==> src/rtl/cpu_sequencer_pkg.sv <==
// Shared encodings for the CPU sequencer: decoder state codes, opcodes and the strobe bundle.
// State and opcode values are defined only here and imported wherever they are needed.
package cpu_sequencer_pkg;

  localparam logic [3:0] STATE_FETCH_PC   = 4'd0;
  localparam logic [3:0] STATE_FETCH_INST = 4'd1;
  localparam logic [3:0] STATE_LOAD_ADDR  = 4'd2;
  localparam logic [3:0] STATE_SKIP_JUMP  = 4'd3;
  localparam logic [3:0] STATE_JUMP       = 4'd4;
  localparam logic [3:0] STATE_RAM_A      = 4'd5;
  localparam logic [3:0] STATE_STORE_A    = 4'd6;
  localparam logic [3:0] STATE_RAM_B      = 4'd7;
  localparam logic [3:0] STATE_OUT_A      = 4'd8;
  localparam logic [3:0] STATE_ADD        = 4'd9;
  localparam logic [3:0] STATE_SUB        = 4'd10;
  localparam logic [3:0] STATE_HALT       = 4'd11;
  localparam logic [3:0] STATE_NEXT       = 4'd12;

  localparam logic [3:0] OP_NOP = 4'd0;
  localparam logic [3:0] OP_LDA = 4'd1;
  localparam logic [3:0] OP_ADD = 4'd2;
  localparam logic [3:0] OP_SUB = 4'd3;
  localparam logic [3:0] OP_STA = 4'd4;
  localparam logic [3:0] OP_LDI = 4'd5;
  localparam logic [3:0] OP_JMP = 4'd6;
  localparam logic [3:0] OP_JZ  = 4'd8;
  localparam logic [3:0] OP_OUT = 4'd14;
  localparam logic [3:0] OP_HLT = 4'd15;

  // Last legal micro-cycle; reaching it without NEXT is an overrun.
  localparam logic [3:0] CYCLE_MAX = 4'd7;

  typedef struct packed {
    logic pc_out;
    logic pc_inc;
    logic pc_load;
    logic mar_load;
    logic ram_out;
    logic ram_load;
    logic ir_load;
    logic a_out;
    logic a_load;
    logic b_load;
    logic alu_out;
    logic alu_sub;
    logic display_load;
  } strobes_t;

endpackage

==> src/rtl/cpu_strobe_decode.sv <==
// Combinational control-strobe decode from the decoder state; everything is quiet while halted
// or for an unknown state code.
module cpu_strobe_decode
  import cpu_sequencer_pkg::*;
(
  input  logic [3:0] state,
  input  logic       halted,
  output strobes_t   strobes
);

  always_comb begin
    strobes = '0;
    if (!halted) begin
      case (state)
        STATE_FETCH_PC: begin
          strobes.pc_out   = 1'b1;
          strobes.mar_load = 1'b1;
        end
        STATE_FETCH_INST: begin
          strobes.ram_out = 1'b1;
          strobes.ir_load = 1'b1;
          strobes.pc_inc  = 1'b1;
        end
        STATE_LOAD_ADDR: begin
          strobes.ram_out  = 1'b1;
          strobes.mar_load = 1'b1;
          strobes.pc_inc   = 1'b1;
        end
        STATE_SKIP_JUMP: strobes.pc_inc = 1'b1;
        STATE_JUMP: begin
          strobes.ram_out = 1'b1;
          strobes.pc_load = 1'b1;
        end
        STATE_RAM_A: begin
          strobes.ram_out = 1'b1;
          strobes.a_load  = 1'b1;
        end
        STATE_STORE_A: begin
          strobes.a_out    = 1'b1;
          strobes.ram_load = 1'b1;
        end
        STATE_RAM_B: begin
          strobes.ram_out = 1'b1;
          strobes.b_load  = 1'b1;
        end
        STATE_OUT_A: begin
          strobes.a_out        = 1'b1;
          strobes.display_load = 1'b1;
        end
        STATE_ADD: begin
          strobes.alu_out = 1'b1;
          strobes.a_load  = 1'b1;
        end
        STATE_SUB: begin
          strobes.alu_out = 1'b1;
          strobes.a_load  = 1'b1;
          strobes.alu_sub = 1'b1;
        end
        default: strobes = '0;
      endcase
    end
  end

endmodule

==> src/rtl/cpu_sequencer.sv <==
// Micro-cycle counter, opcode/zero-flag latches and halt/overrun tracking for the CPU,
// with the control strobes decoded by cpu_strobe_decode.
module cpu_sequencer
  import cpu_sequencer_pkg::*;
(
  input  logic       clk,
  input  logic       reset_n,
  input  logic [3:0] state,
  input  logic [7:0] bus,
  input  logic       alu_zero,
  input  logic       cont,
  output logic [3:0] cycle,
  output logic [3:0] opcode,
  output logic       eq_zero,
  output logic       halted,
  output logic       seq_err,
  output logic       pc_out,
  output logic       pc_inc,
  output logic       pc_load,
  output logic       mar_load,
  output logic       ram_out,
  output logic       ram_load,
  output logic       ir_load,
  output logic       a_out,
  output logic       a_load,
  output logic       b_load,
  output logic       alu_out,
  output logic       alu_sub,
  output logic       display_load
);

  logic [3:0] cycle_q, cycle_d;
  logic [3:0] opcode_q, opcode_d;
  logic       eq_zero_q, eq_zero_d;
  logic       halted_q, halted_d;
  logic       seq_err_q, seq_err_d;
  strobes_t   strobes;

  // Only the opcode nibble of the bus matters here.
  logic unused_bus;
  assign unused_bus = ^bus[3:0];

  always_comb begin
    cycle_d   = cycle_q;
    opcode_d  = opcode_q;
    eq_zero_d = eq_zero_q;
    halted_d  = halted_q;
    seq_err_d = seq_err_q;
    if (halted_q) begin
      if (cont) begin
        halted_d = 1'b0;
        cycle_d  = '0;
      end
    end else begin
      if (state == STATE_NEXT) begin
        cycle_d = '0;
      end else begin
        if (state == STATE_HALT) begin
          halted_d = 1'b1;
        end else begin
          cycle_d = cycle_q + 4'd1;
        end
        // Overrun wraps the counter even on HALT so it never leaves 0..7.
        if (cycle_q == CYCLE_MAX) begin
          cycle_d   = '0;
          seq_err_d = 1'b1;
        end
      end
      if (state == STATE_FETCH_INST) opcode_d = bus[7:4];
      if (state == STATE_ADD || state == STATE_SUB) eq_zero_d = alu_zero;
    end
  end

  always_ff @(posedge clk or negedge reset_n) begin
    if (!reset_n) begin
      cycle_q   <= '0;
      opcode_q  <= '0;
      eq_zero_q <= 1'b0;
      halted_q  <= 1'b0;
      seq_err_q <= 1'b0;
    end else begin
      cycle_q   <= cycle_d;
      opcode_q  <= opcode_d;
      eq_zero_q <= eq_zero_d;
      halted_q  <= halted_d;
      seq_err_q <= seq_err_d;
    end
  end

  cpu_strobe_decode u_strobe_decode (
    .state   (state),
    .halted  (halted_q),
    .strobes (strobes)
  );

  assign cycle        = cycle_q;
  assign opcode       = opcode_q;
  assign eq_zero      = eq_zero_q;
  assign halted       = halted_q;
  assign seq_err      = seq_err_q;
  assign pc_out       = strobes.pc_out;
  assign pc_inc       = strobes.pc_inc;
  assign pc_load      = strobes.pc_load;
  assign mar_load     = strobes.mar_load;
  assign ram_out      = strobes.ram_out;
  assign ram_load     = strobes.ram_load;
  assign ir_load      = strobes.ir_load;
  assign a_out        = strobes.a_out;
  assign a_load       = strobes.a_load;
  assign b_load       = strobes.b_load;
  assign alu_out      = strobes.alu_out;
  assign alu_sub      = strobes.alu_sub;
  assign display_load = strobes.display_load;

endmodule

==> config.mk <==
export PLATFORM = sky130hd
export DESIGN_NAME = cpu_sequencer
export DESIGN_NICKNAME = d
export VERILOG_FILES = /design/src/rtl/cpu_sequencer_pkg.sv /design/src/rtl/cpu_strobe_decode.sv /design/src/rtl/cpu_sequencer.sv
export SDC_FILE = /design/constraint.sdc
export NUM_CORES = 1
export LEC_CHECK = 0
export ABC_AREA = 1
export BUFFER_PORTS_ARGS = -buffer_cell sky130_fd_sc_hd__buf_4
export CORE_MARGIN = 2
export CORE_UTILIZATION = 45
export DETAILED_ROUTE_END_ITERATION = 6
export GPL_TIMING_DRIVEN = 0
export PLACE_DENSITY = 0.82
export SKIP_CTS_REPAIR_TIMING = 1
export SLEW_MARGIN = 20
export SYNTH_ARGS = -nofsm -noshare
export SYNTH_HDL_FRONTEND = slang
export SYNTH_SLANG_ARGS = --single-unit
==> constraint.sdc <==
create_clock -name clk -period 2.7 [get_ports clk]
set_input_delay 0.135 -clock clk [delete_from_list [all_inputs] [get_ports clk]]
set_output_delay 0.135 -clock clk [all_outputs]
set_load 0.02 [all_outputs]
==> metrics.md, run 1 <==
| Metric | Value |
|---|---|
| I/O pin cnt | 40 |
| Fin Setup TNS | 0 ns |
| Worst setup EP type | output pin |
| EDFF count, synth | 0 |
| DR vias/cell | between 4 and 5 |
| Initial antenna violation count | 0 |
| Final Max Tran Viols | 0 |
| CTS Sinks | 11 |
| Final number of hold-violating endpoints | 0 |
| Grt ovf | 0 |
| Top-area cell type share of the netlist area | 40.4% |
| First-pass GRT wire length | between 2000 and 3000 um |
| Tightest Hold Check Type | primary input to flip-flop |
| Area Overhead vs Synth | 46.8% |
| Worst slew pin tran | 0.233 ns |
| Cell taking the most area after synthesis | dfrtp_1 |
| Row cnt | 14 |
| Synth warn | 0 |
| Overall routing resource usage | 18.6% |
| Routed Antenna Nets | 0 |
| ANT cells | 0 |
| Tmin final | 1.49 ns |
| Flip-flop and latch area | 275 um^2 |
| Vias in the first global route | between 600 and 700 |
| Net count, final | 155 |
| Status | finished clean |
| Setup Viol. Count Final | 0 |
| Finished Layout Cells | approximately 150 |
| Net count after synthesis | 114 |
| Setup Skew | between 0.0009 and 0.001 ns |
| Avg Cell Area, Syn | between 7 and 8 um^2 |
| IO Port Bufs | 35 |
| Cell count after placement | 148 |
| #FFs+latches synth | 11 |
| Kind of critical path | flip-flop to output pin |
| Post-synth ARST share | between 90% and 100% |
| Post-DP Area | 965 um^2 |
| Die Y | around 43 um |
| DRC violation count after routing | 0 |
| RSZ-0062 raised after global routing | no |
| DPL Wire Length | about 1300 um |
| Die area | 1840 um^2 |
| Core ar. | about 1500 um^2 |
| Final WL | 1610 um |
| Max-cap violation count | 0 |
| Final non-filler cell area | 1000 um^2 |
| Synth top area cells | dfrtp_1 40%, nand2_1 19%, nor2_1 7.2% |
| H-tree lvl count | 1 |
| Total CTS buffers | 3 |
| Worst VDD drop | 0.435 mV |
| Post-synth top cells | 35 x nand2_1, 13 x nor2_1, 12 x inv_1, 11 x dfrtp_1, 9 x nand3_1 |
| Seq/Total Area, Yosys | 40.4% |
| Cell area after synthesis | 682 um^2 |
| Netlist cell types | 18 |
| Worst slew margin | 84.4% |
| Post-synth top flop | dfrtp_1 |
| Initial detailed-routing violation count | 8 |
| Crit path launch type | flip-flop |
| Via count | 744 |
| Placer Congestion | 0.827 |
| Clk_lat worst skew | approximately 0.25 ns |
| CTS tree | done |
| Power per cell area | 724 nW/um^2 |
| Layout cells sized above 1 | between 30% and 40% |
| Clock Tree Root | clkbuf_4 |
| Crit Path Max Fanout | 5 |
| Largest net degree at the start of global routing | 12 |
| DIE WIDTH | 42.9 um |
| Pleak | 0.590 nW |
| Synth Instances | 97 |
| Worst EP arrival | 1.35 ns |
| Starting Density | a little under half |
| Wirelength per Cell | 10.5 um |
| Count leader, synth | nand2_1 |
| Period Utilization, post-route | 55.1% |
| Area of the multi-input gates | 358 um^2 |
| CTS max path bufs | 2 |
| Total iterations of the first detailed-routing run | 3 |
| Fmax | 0.672 GHz |
| Fillcell total | 138 |
| Clock Pin Slew Worst Setup and Hold Paths | about 0.060 ns |
| Critical path required time | roughly 2.6 ns |
power breakdown:
part	switching, mW	total [mW]	leakage (nW)	internal (mW)
combinational	0.196	0.349	0.438	0.153
clock	0.0454	0.102	0.0150	0.0569
sequential	0.0566	0.273	0.137	0.217
final timing paths:
path / to / start / depth (start not counted) / slack (ns)
setup / recovery: ir_load / halted$_DFF_PN0_ / 4 / 1.21
hold / removal: opcode[0]$_DFFE_PN0P_ / bus[4] / 3 / 0.07
setup reg to reg: cycle[3]$_DFFE_PN0P_ / cycle[0]$_DFFE_PN0P_ / 7 / 1.40
hold reg to reg: opcode[0]$_DFFE_PN0P_ / opcode[0]$_DFFE_PN0P_ / 2 / 0.49
max in group asynchronous: opcode[1]$_DFFE_PN0P_ / reset_n / 2 / 2.28
min in group asynchronous: cycle[1]$_DFFE_PN0P_ / reset_n / 2 / 0.28
per-stage QoR:
stage,setup WS [ns],total power [mW],utilization [%],hold slack [ns]
detailed placement,1.40,0.623,66.4,-0.0278
finish,1.21,0.725,68.8,0.0696
CTS,1.20,0.731,68.2,-0.309
global placement,1.44,0.613,66.4,-0.0297
floorplan,1.35,0.477,-,-0.161
global route,1.11,0.784,68.8,0.0789
layout by cell type, fill, tap and decap left out:
master,netlist,routed
nand2_4,3,3
nand2_1,35,35
inv_2,1,1
o21bai_1,1,1
clkbuf_4,0,3
dfrtp_1,11,11
nor2_1,13,13
o22ai_1,1,1
a31oi_1,1,1
nand3_1,9,9
buf_4,0,35
nor3_2,1,1
nand3_2,1,1
inv_1,12,12
xnor2_1,1,1
dlygate4sd3_1,0,1
o21ai_0,2,2
nand4_1,1,1
clkbuf_1,0,1
or2_4,1,1
nor2_2,2,2
ha_1,1,1
cell type report:
class	count	area share, %
multi-input cells	73	35.7
flip-flops and latches	11	27.5
repair buffers	36	27.3
inverters	13	4.87
clock buffers	4	2.63
well taps	16	2.00
registers in the layout, summed over array words and instances, names as in the netlist:
signal	count
halted	1
opcode	4
seq_err	1
eq_zero	1
cycle	4
cells by family after synthesis:
logic type / Yosys count / synth area share [%]
xor gates and xnor gates: 1 / 1.28
DFF: 11 / 40.4
AOI/OAI and AO/OA: 5 / 4.41
adders and majority gates: 1 / 1.83
and+or+nand+nor: 66 / 45.0
buffers and inverters: 13 / 7.15
worst max-delay path: stages (launching register included):
cell,delay [ns]
dfrtp_1,0.42
nor3_2,0.20
nand3_2,0.16
inv_1,0.15
buf_4,0.16
metal layers:
layer / wire [um] / vias up / share of wire, % / track usage [%]
met1: 640 / 338 / 40 / 20.6
met5: 0 / - / 0 / 0
met4: 8 / 0 / 0.50 / 10.0
li1: - / 381 / - / -
met3: 99 / 2 / 6.1 / 2.13
met2: 866 / 23 / 54 / 33.9
Power figures use the tool's default switching activity.
==> inputs of run 2 (changes only) <==
--- a/config.mk
+++ b/config.mk
@@ -8,10 +8,10 @@
 export ABC_AREA = 1
 export BUFFER_PORTS_ARGS = -buffer_cell sky130_fd_sc_hd__buf_4
 export CORE_MARGIN = 2
-export CORE_UTILIZATION = 45
+export CORE_UTILIZATION = 42
 export DETAILED_ROUTE_END_ITERATION = 6
 export GPL_TIMING_DRIVEN = 0
-export PLACE_DENSITY = 0.82
+export PLACE_DENSITY = 0.78
 export SKIP_CTS_REPAIR_TIMING = 1
 export SLEW_MARGIN = 20
 export SYNTH_ARGS = -nofsm -noshare
==> constraint.sdc (replaced) <==
create_clock -name clk -period 1.4 [get_ports clk]
set_input_delay 0.07 -clock clk [delete_from_list [all_inputs] [get_ports clk]]
set_output_delay 0.07 -clock clk [all_outputs]
set_load 0.02 [all_outputs]
==> metrics.md, run 2 (synthesis results as in run 1) <==
| Metric | Value |
|---|---|
| Internal | 0.831 mW |
| Core ar. | 1510 um^2 |
| Layout cells sized above 1 | about two fifths |
| ANT cells | 0 |
| Final WL | 1650 um |
| Grt ovf | 0 |
| First-pass GRT wire length | 2570 um |
| CP bufs+invs | 1 |
| Pleak | 0.592 nW |
| Area Overhead vs Synth | 49.5% |
| Crit path launch type | flip-flop |
| Overall routing resource usage | 17.9% |
| Final number of hold-violating endpoints | 0 |
| Commonest non-fill, non-tap cell in the layout | buf_4 |
| Slowest cell on the critical path | dfrtp_1 |
| Tightest Hold Check Type | primary input to flip-flop |
| Switching Fraction | between 40% and 50% |
| Final core utilization | about two thirds |
| Crit Path Max Fanout | 5 |
| Clock Tree Root | clkbuf_4 |
| Setup Viol. Count Final | 0 |
| Net Sw Power | slightly below 0.6 mW |
| Worst EP arrival | 1.26 ns |
| Fmax | 0.754 GHz |
| IO Port Bufs | 35 |
| Cell chain of the critical path | nor2_2, nand2_2, o22ai_1, buf_4 |
| DR vias/cell | 4.72 |
| Worst VDD drop | 0.980 mV |
| Fin Setup TNS | 0 ns |
| Routed Antenna Nets | 0 |
| Initial antenna violation count | 0 |
| CTS Sinks | 11 |
| Tmin final | 1.33 ns |
| Worst slew pin tran | 0.230 ns |
| Placer Congestion | 0.829 |
| Power per cell area | about 1400 nW/um^2 |
| DIE WIDTH | 44.3 um |
| DPL Wire Length | 1320 um |
| Fillcell total | 137 |
| Starting Density | between 40% and 50% |
| Row cnt | 14 |
| Kind of critical path | flip-flop to output pin |
| Post-DP Area | 965 um^2 |
| Commonest cells after routing, fill and taps aside | 36 x buf_4, 34 x nand2_1, 12 x nor2_1 |
| Total CTS buffers | 3 |
| Clock Pin Slew Worst Setup and Hold Paths | 0.06 ns |
| Vias in the first global route | approximately 650 |
| Initial detailed-routing violation count | 9 |
| Final Max Tran Viols | 0 |
| I/O pin cnt | 40 |
| Largest net degree at the start of global routing | 12 |
| CTS max path bufs | 2 |
| Status | finished clean |
| Total iterations of the first detailed-routing run | 4 |
| Period Utilization, post-route | a little over nine tenths |
| Clock power share | 14.1% |
| CTS tree | done |
| Gate power share | about half |
| Clk_lat worst skew | 0.25 ns |
| Via count | 727 |
| CP delay by family, top | flip-flops |
| Power, Total | around 1.4 mW |
| Die area | 1960 um^2 |
| Worst slew margin | 84.6% |
| DRC violation count after routing | 0 |
| Sequential fraction of design power | a little under two fifths |
| H-tree lvl count | 1 |
| Setup Skew | slightly above 0.0003 ns |
| Final non-filler cell area | between 1000 and 1500 um^2 |
| Net count, final | between 150 and 200 |
| Max-cap violation count | 0 |
| Critical path required time | 1.33 ns |
| Slowest Stage Delay on Critical Path | around 0.44 ns |
| Wirelength per Cell | between 10 and 15 um |
| Worst setup EP type | output pin |
| Die Y | 44.3 um |
[run 2: layer usage]
layer / up-vias / global-route usage, % / part of all wire, %
li1: 382 / - / -
met5: - / 0 / 0
met4: 0 / 9.09 / 0.61
met3: 2 / 1.22 / 6.1
met1: 322 / 22.8 / 42
met2: 21 / 30.6 / 51
[run 2: final timing paths]
check	startpoint	endpoint	slack, ns	depth (start not counted)
worst max-delay path	halted$_DFF_PN0_	a_out	0.07	4
worst min-delay path	bus[6]	opcode[2]$_DFFE_PN0P_	0.004	3
worst max register to register	cycle[0]$_DFFE_PN0P_	cycle[1]$_DFFE_PN0P_	0.14	7
worst min register to register	eq_zero$_DFFE_PN0P_	eq_zero$_DFFE_PN0P_	0.48	2
max in group asynchronous	reset_n	cycle[0]$_DFFE_PN0P_	1.05	2
min in group asynchronous	reset_n	opcode[2]$_DFFE_PN0P_	0.20	2
[run 2: tightest hold or removal path, cell delays in order]
cell and delay, ns:
buf_4 0.07, nand2_1 0.04, nand2_1 0.04
[run 2: power by group through the flow]
stage / combinational (mW) / sequential [mW] / clock (mW)
6_report: 0.687 / 0.531 / 0.200
5_1_grt: 0.772 / 0.543 / 0.222
4_1_cts: 0.682 / 0.523 / 0.211
3_5_place_dp: 0.679 / 0.528 / 0
3_3_place_gp: 0.670 / 0.524 / 0
2_1_floorplan: 0.289 / 0.632 / 0
[run 2: per-stage QoR]
| stage | hold WS [ns] | setup slack [ns] | cells |
|---|---|---|---|
| after detailed placement | -0.0923 | 0.0929 | 148 |
| after floorplan | -0.226 | 0.119 | 97 |
| final | 0.00414 | 0.0740 | 154 |
| after CTS | -0.375 | 0.000707 | 152 |
| after global routing | 0.0109 | -0.00934 | 154 |
| after global placement | -0.0944 | 0.130 | 148 |
[run 2: cell type report]
type	count	area, um^2	share of cell area (%)
multi-input cells	73	368	36.1
inverters	13	48.8	4.79
flip-flops and latches	11	277	27.1
repair buffers	37	280	27.5
clock buffers	4	26.3	2.58
well taps	16	20.0	1.96
==> inputs of run 3 (changes only) <==
--- a/config.mk
+++ b/config.mk
@@ -5,13 +5,13 @@
 export SDC_FILE = /design/constraint.sdc
 export NUM_CORES = 1
 export LEC_CHECK = 0
-export ABC_AREA = 1
+export ABC_AREA = 0
 export BUFFER_PORTS_ARGS = -buffer_cell sky130_fd_sc_hd__buf_4
 export CORE_MARGIN = 2
 export CORE_UTILIZATION = 42
 export DETAILED_ROUTE_END_ITERATION = 6
 export GPL_TIMING_DRIVEN = 0
-export PLACE_DENSITY = 0.78
+export PLACE_DENSITY = 0.77
 export SKIP_CTS_REPAIR_TIMING = 1
 export SLEW_MARGIN = 20
 export SYNTH_ARGS = -nofsm -noshare
==> metrics.md, run 3 <==
| Metric | Value |
|---|---|
| Clk_lat worst skew | 0.28 ns |
| Worst hold slack | about 0.036 ns |
| Slowest cell on the critical path | dfrtp_2 |
| Total CTS buffers | 3 |
| RSZ-0062 raised after global routing | yes |
| Clock Tree Root | clkbuf_4 |
| Net count, final | around 130 |
| DRC violation count after routing | 0 |
| Highest metal used | met4 |
| Core ar. | about 1500 um^2 |
| Kind of critical path | flip-flop to output pin |
| H-tree lvl count | 1 |
| DR vias/cell | 5.37 |
| Initial antenna violation count | 0 |
| EDFF count, synth | 0 |
| Grt ovf | 0 |
| Count leader, synth | dfrtp_1 |
| Via count | 703 |
| Synth warn | 0 |
| Final Max Tran Viols | 0 |
| Overall routing resource usage | 19.9% |
| CTS tree | done |
| Vias in the first global route | between 500 and 600 |
| Crit path launch type | flip-flop |
| Tmin final | approximately 1.6 ns |
| Layout cells sized above 1 | ~64% |
| Failing checks | setup timing |
| Wirelength per Cell | 14.1 um |
| DPL Wire Length | 1340 um |
| Net count after synthesis | 89 |
| Row cnt | 14 |
| Cell taking the most area after synthesis | dfrtp_1 |
| Clock Pin Slew Worst Setup and Hold Paths | 0.07 ns |
| Worst slew margin | 52.3% |
| Worst setup EP type | output pin |
| Post-synth top flop | dfrtp_1 |
| Largest net degree at the start of global routing | 12 |
| PnR worst setup slack | -0.188 ns |
| Synth Instances | 72 |
| Top-area cell type share of the netlist area | 40.2% |
| Met2 wire length | roughly 1000 um |
| Final number of hold-violating endpoints | 0 |
| Slowest Stage Delay on Critical Path | 0.43 ns |
| Critical Path Source | halted$_DFF_PN0_ |
| Area Overhead vs Synth | 69.1% |
| Crit Path Max Fanout | 5 |
| Placer Congestion | 0.703 |
| Pleak | 0.545 nW |
| Fmax | 0.630 GHz |
| Synth top area cells | dfrtp_1 40%, mux2_2 8.2%, nor2_1 4.9% |
| Period Utilization, post-route | 113% |
| Metal-1 WL | around 730 um |
| Tightest Hold Check Type | primary input to flip-flop |
| Worst VDD drop | 1.01 mV |
| #FFs+latches synth | 11 |
| Setup Viol. Count Final | 14 |
| Met3 routed WL | about 100 um |
| Worst hold path depth | 2 |
| First-pass GRT wire length | approximately 2700 um |
| Cell area after synthesis | between 600 and 700 um^2 |
| Critical path required time | about 1.3 ns |
| Post-synth top cells | 11 x dfrtp_1, 9 x nor2_1, 5 x mux2_2, 5 x nand2_1 |
| CTS Sinks | 11 |
| Seq/Total Area, Yosys | 40.2% |
| Reg-to-reg startpoint | halted$_DFF_PN0_ |
| Total iterations of the first detailed-routing run | 4 |
| Commonest non-fill, non-tap cell in the layout | buf_4 |
| Setup Skew | 0.00900 ns |
| Power per cell area | 1250 nW/um^2 |
| Fin Setup TNS | -1.45 ns |
| Die Y | 44.4 um |
| Avg Cell Area, Syn | between 9 and 10 um^2 |
| Status | complete, but fails checks |
| Post-Place Setup Slack | -0.160 ns |
| CTS max path bufs | 2 |
| DIE WIDTH | 44.4 um |
| Starting Density | 44.9% |
| Max-cap violation count | 0 |
| I/O pin cnt | 40 |
| Routed Antenna Nets | 0 |
| Worst EP arrival | 1.52 ns |
| Worst slew pin tran | 0.713 ns |
| Cell chain of the critical path | or3b_4, nor3_4, or2_4, buf_6 |
| Reg-to-reg slack, setup | -0.15 ns |
| Commonest cells after routing, fill and taps aside | 30 x buf_4, 9 x buf_6, 8 x dfrtp_1 |
| HP Start | bus[5] |
| Die area | roughly 2000 um^2 |
| Initial detailed-routing violation count | 8 |
| ANT cells | 0 |
| IO Port Bufs | 34 |
| Worst r2r path cells | 3 |
| Netlist cell types | 30 |
| Final WL | 1850 um |
| Post-synth ARST share | 100% |
-- run 3: cell types whose count changed after synthesis, sizes merged, moves of 5 or more --
cell / delta
nand2: -33
inv: -10
nand3: -7
mux2: +5
nor2: -6
-- run 3: path summary, 6_finish.rpt --
check,endpoint
max in group asynchronous,cycle[1]$_DFFE_PN0P_
hold / removal,opcode[1]$_DFFE_PN0P_
hold reg to reg,seq_err$_DFFE_PN0P_
min in group asynchronous,seq_err$_DFFE_PN0P_
setup / recovery,a_out
setup reg to reg,eq_zero$_DFFE_PN0P_
-- run 3: cell type report --
class                   count  area (um^2)
plain buffers               3         21.3
flip-flops and latches     11          279
clock buffers               4         26.3
inverters                   3         11.3
well taps                  16         20.0
fillers                   112          367
multi-input cells          55          474
repair buffers             39          325
-- run 3: report_power, final --
group	total (mW)	switching (mW)	internal (mW)
Sequential	0.532	0.106	0.426
Clock	0.217	0.106	0.110
Combinational	0.702	0.358	0.344
Total	1.45	0.570	0.880
-- run 3: metrics by stage --
step                      cells  instance area, um^2  utilization, %  power, mW
after floorplan              72                  722               -      0.900
after global placement      122                  997            65.4       1.14
after detailed placement    122                  997            65.4       1.19
after CTS                   126                 1020            67.2       1.41
after global routing        131                 1160            75.9       1.55
final                       131                 1160            75.9       1.45
-- run 3: worst max-delay path, delay by kind of cell (launching register included) --
| family | cells | cell delay, ns |
|---|---|---|
| flip-flops | 1 | 0.43 |
| buffers and inverters | 1 | 0.10 |
| AND/OR/NAND/NOR | 3 | 0.71 |
-- run 3: routing by layer --
metal	global-route usage (%)	up-vias
li1	-	335
met1	23.5	336
met2	32.4	27
met3	7.35	5
met4	9.09	0
met5	0	-
-- run 3: cell families (layout without fill, tap and decap cells) --
family	count (synthesis)	in the layout	share of synthesized area (%)
buffers and inverters	6	49	4.75
DFF	11	11	40.2
adders and majority gates	1	1	1.83
AOI/OAI and AO/OA	12	12	12.8
and+or+nand+nor	34	34	28.2
xor gates and xnor gates	2	2	2.56
muxes	6	6	9.69
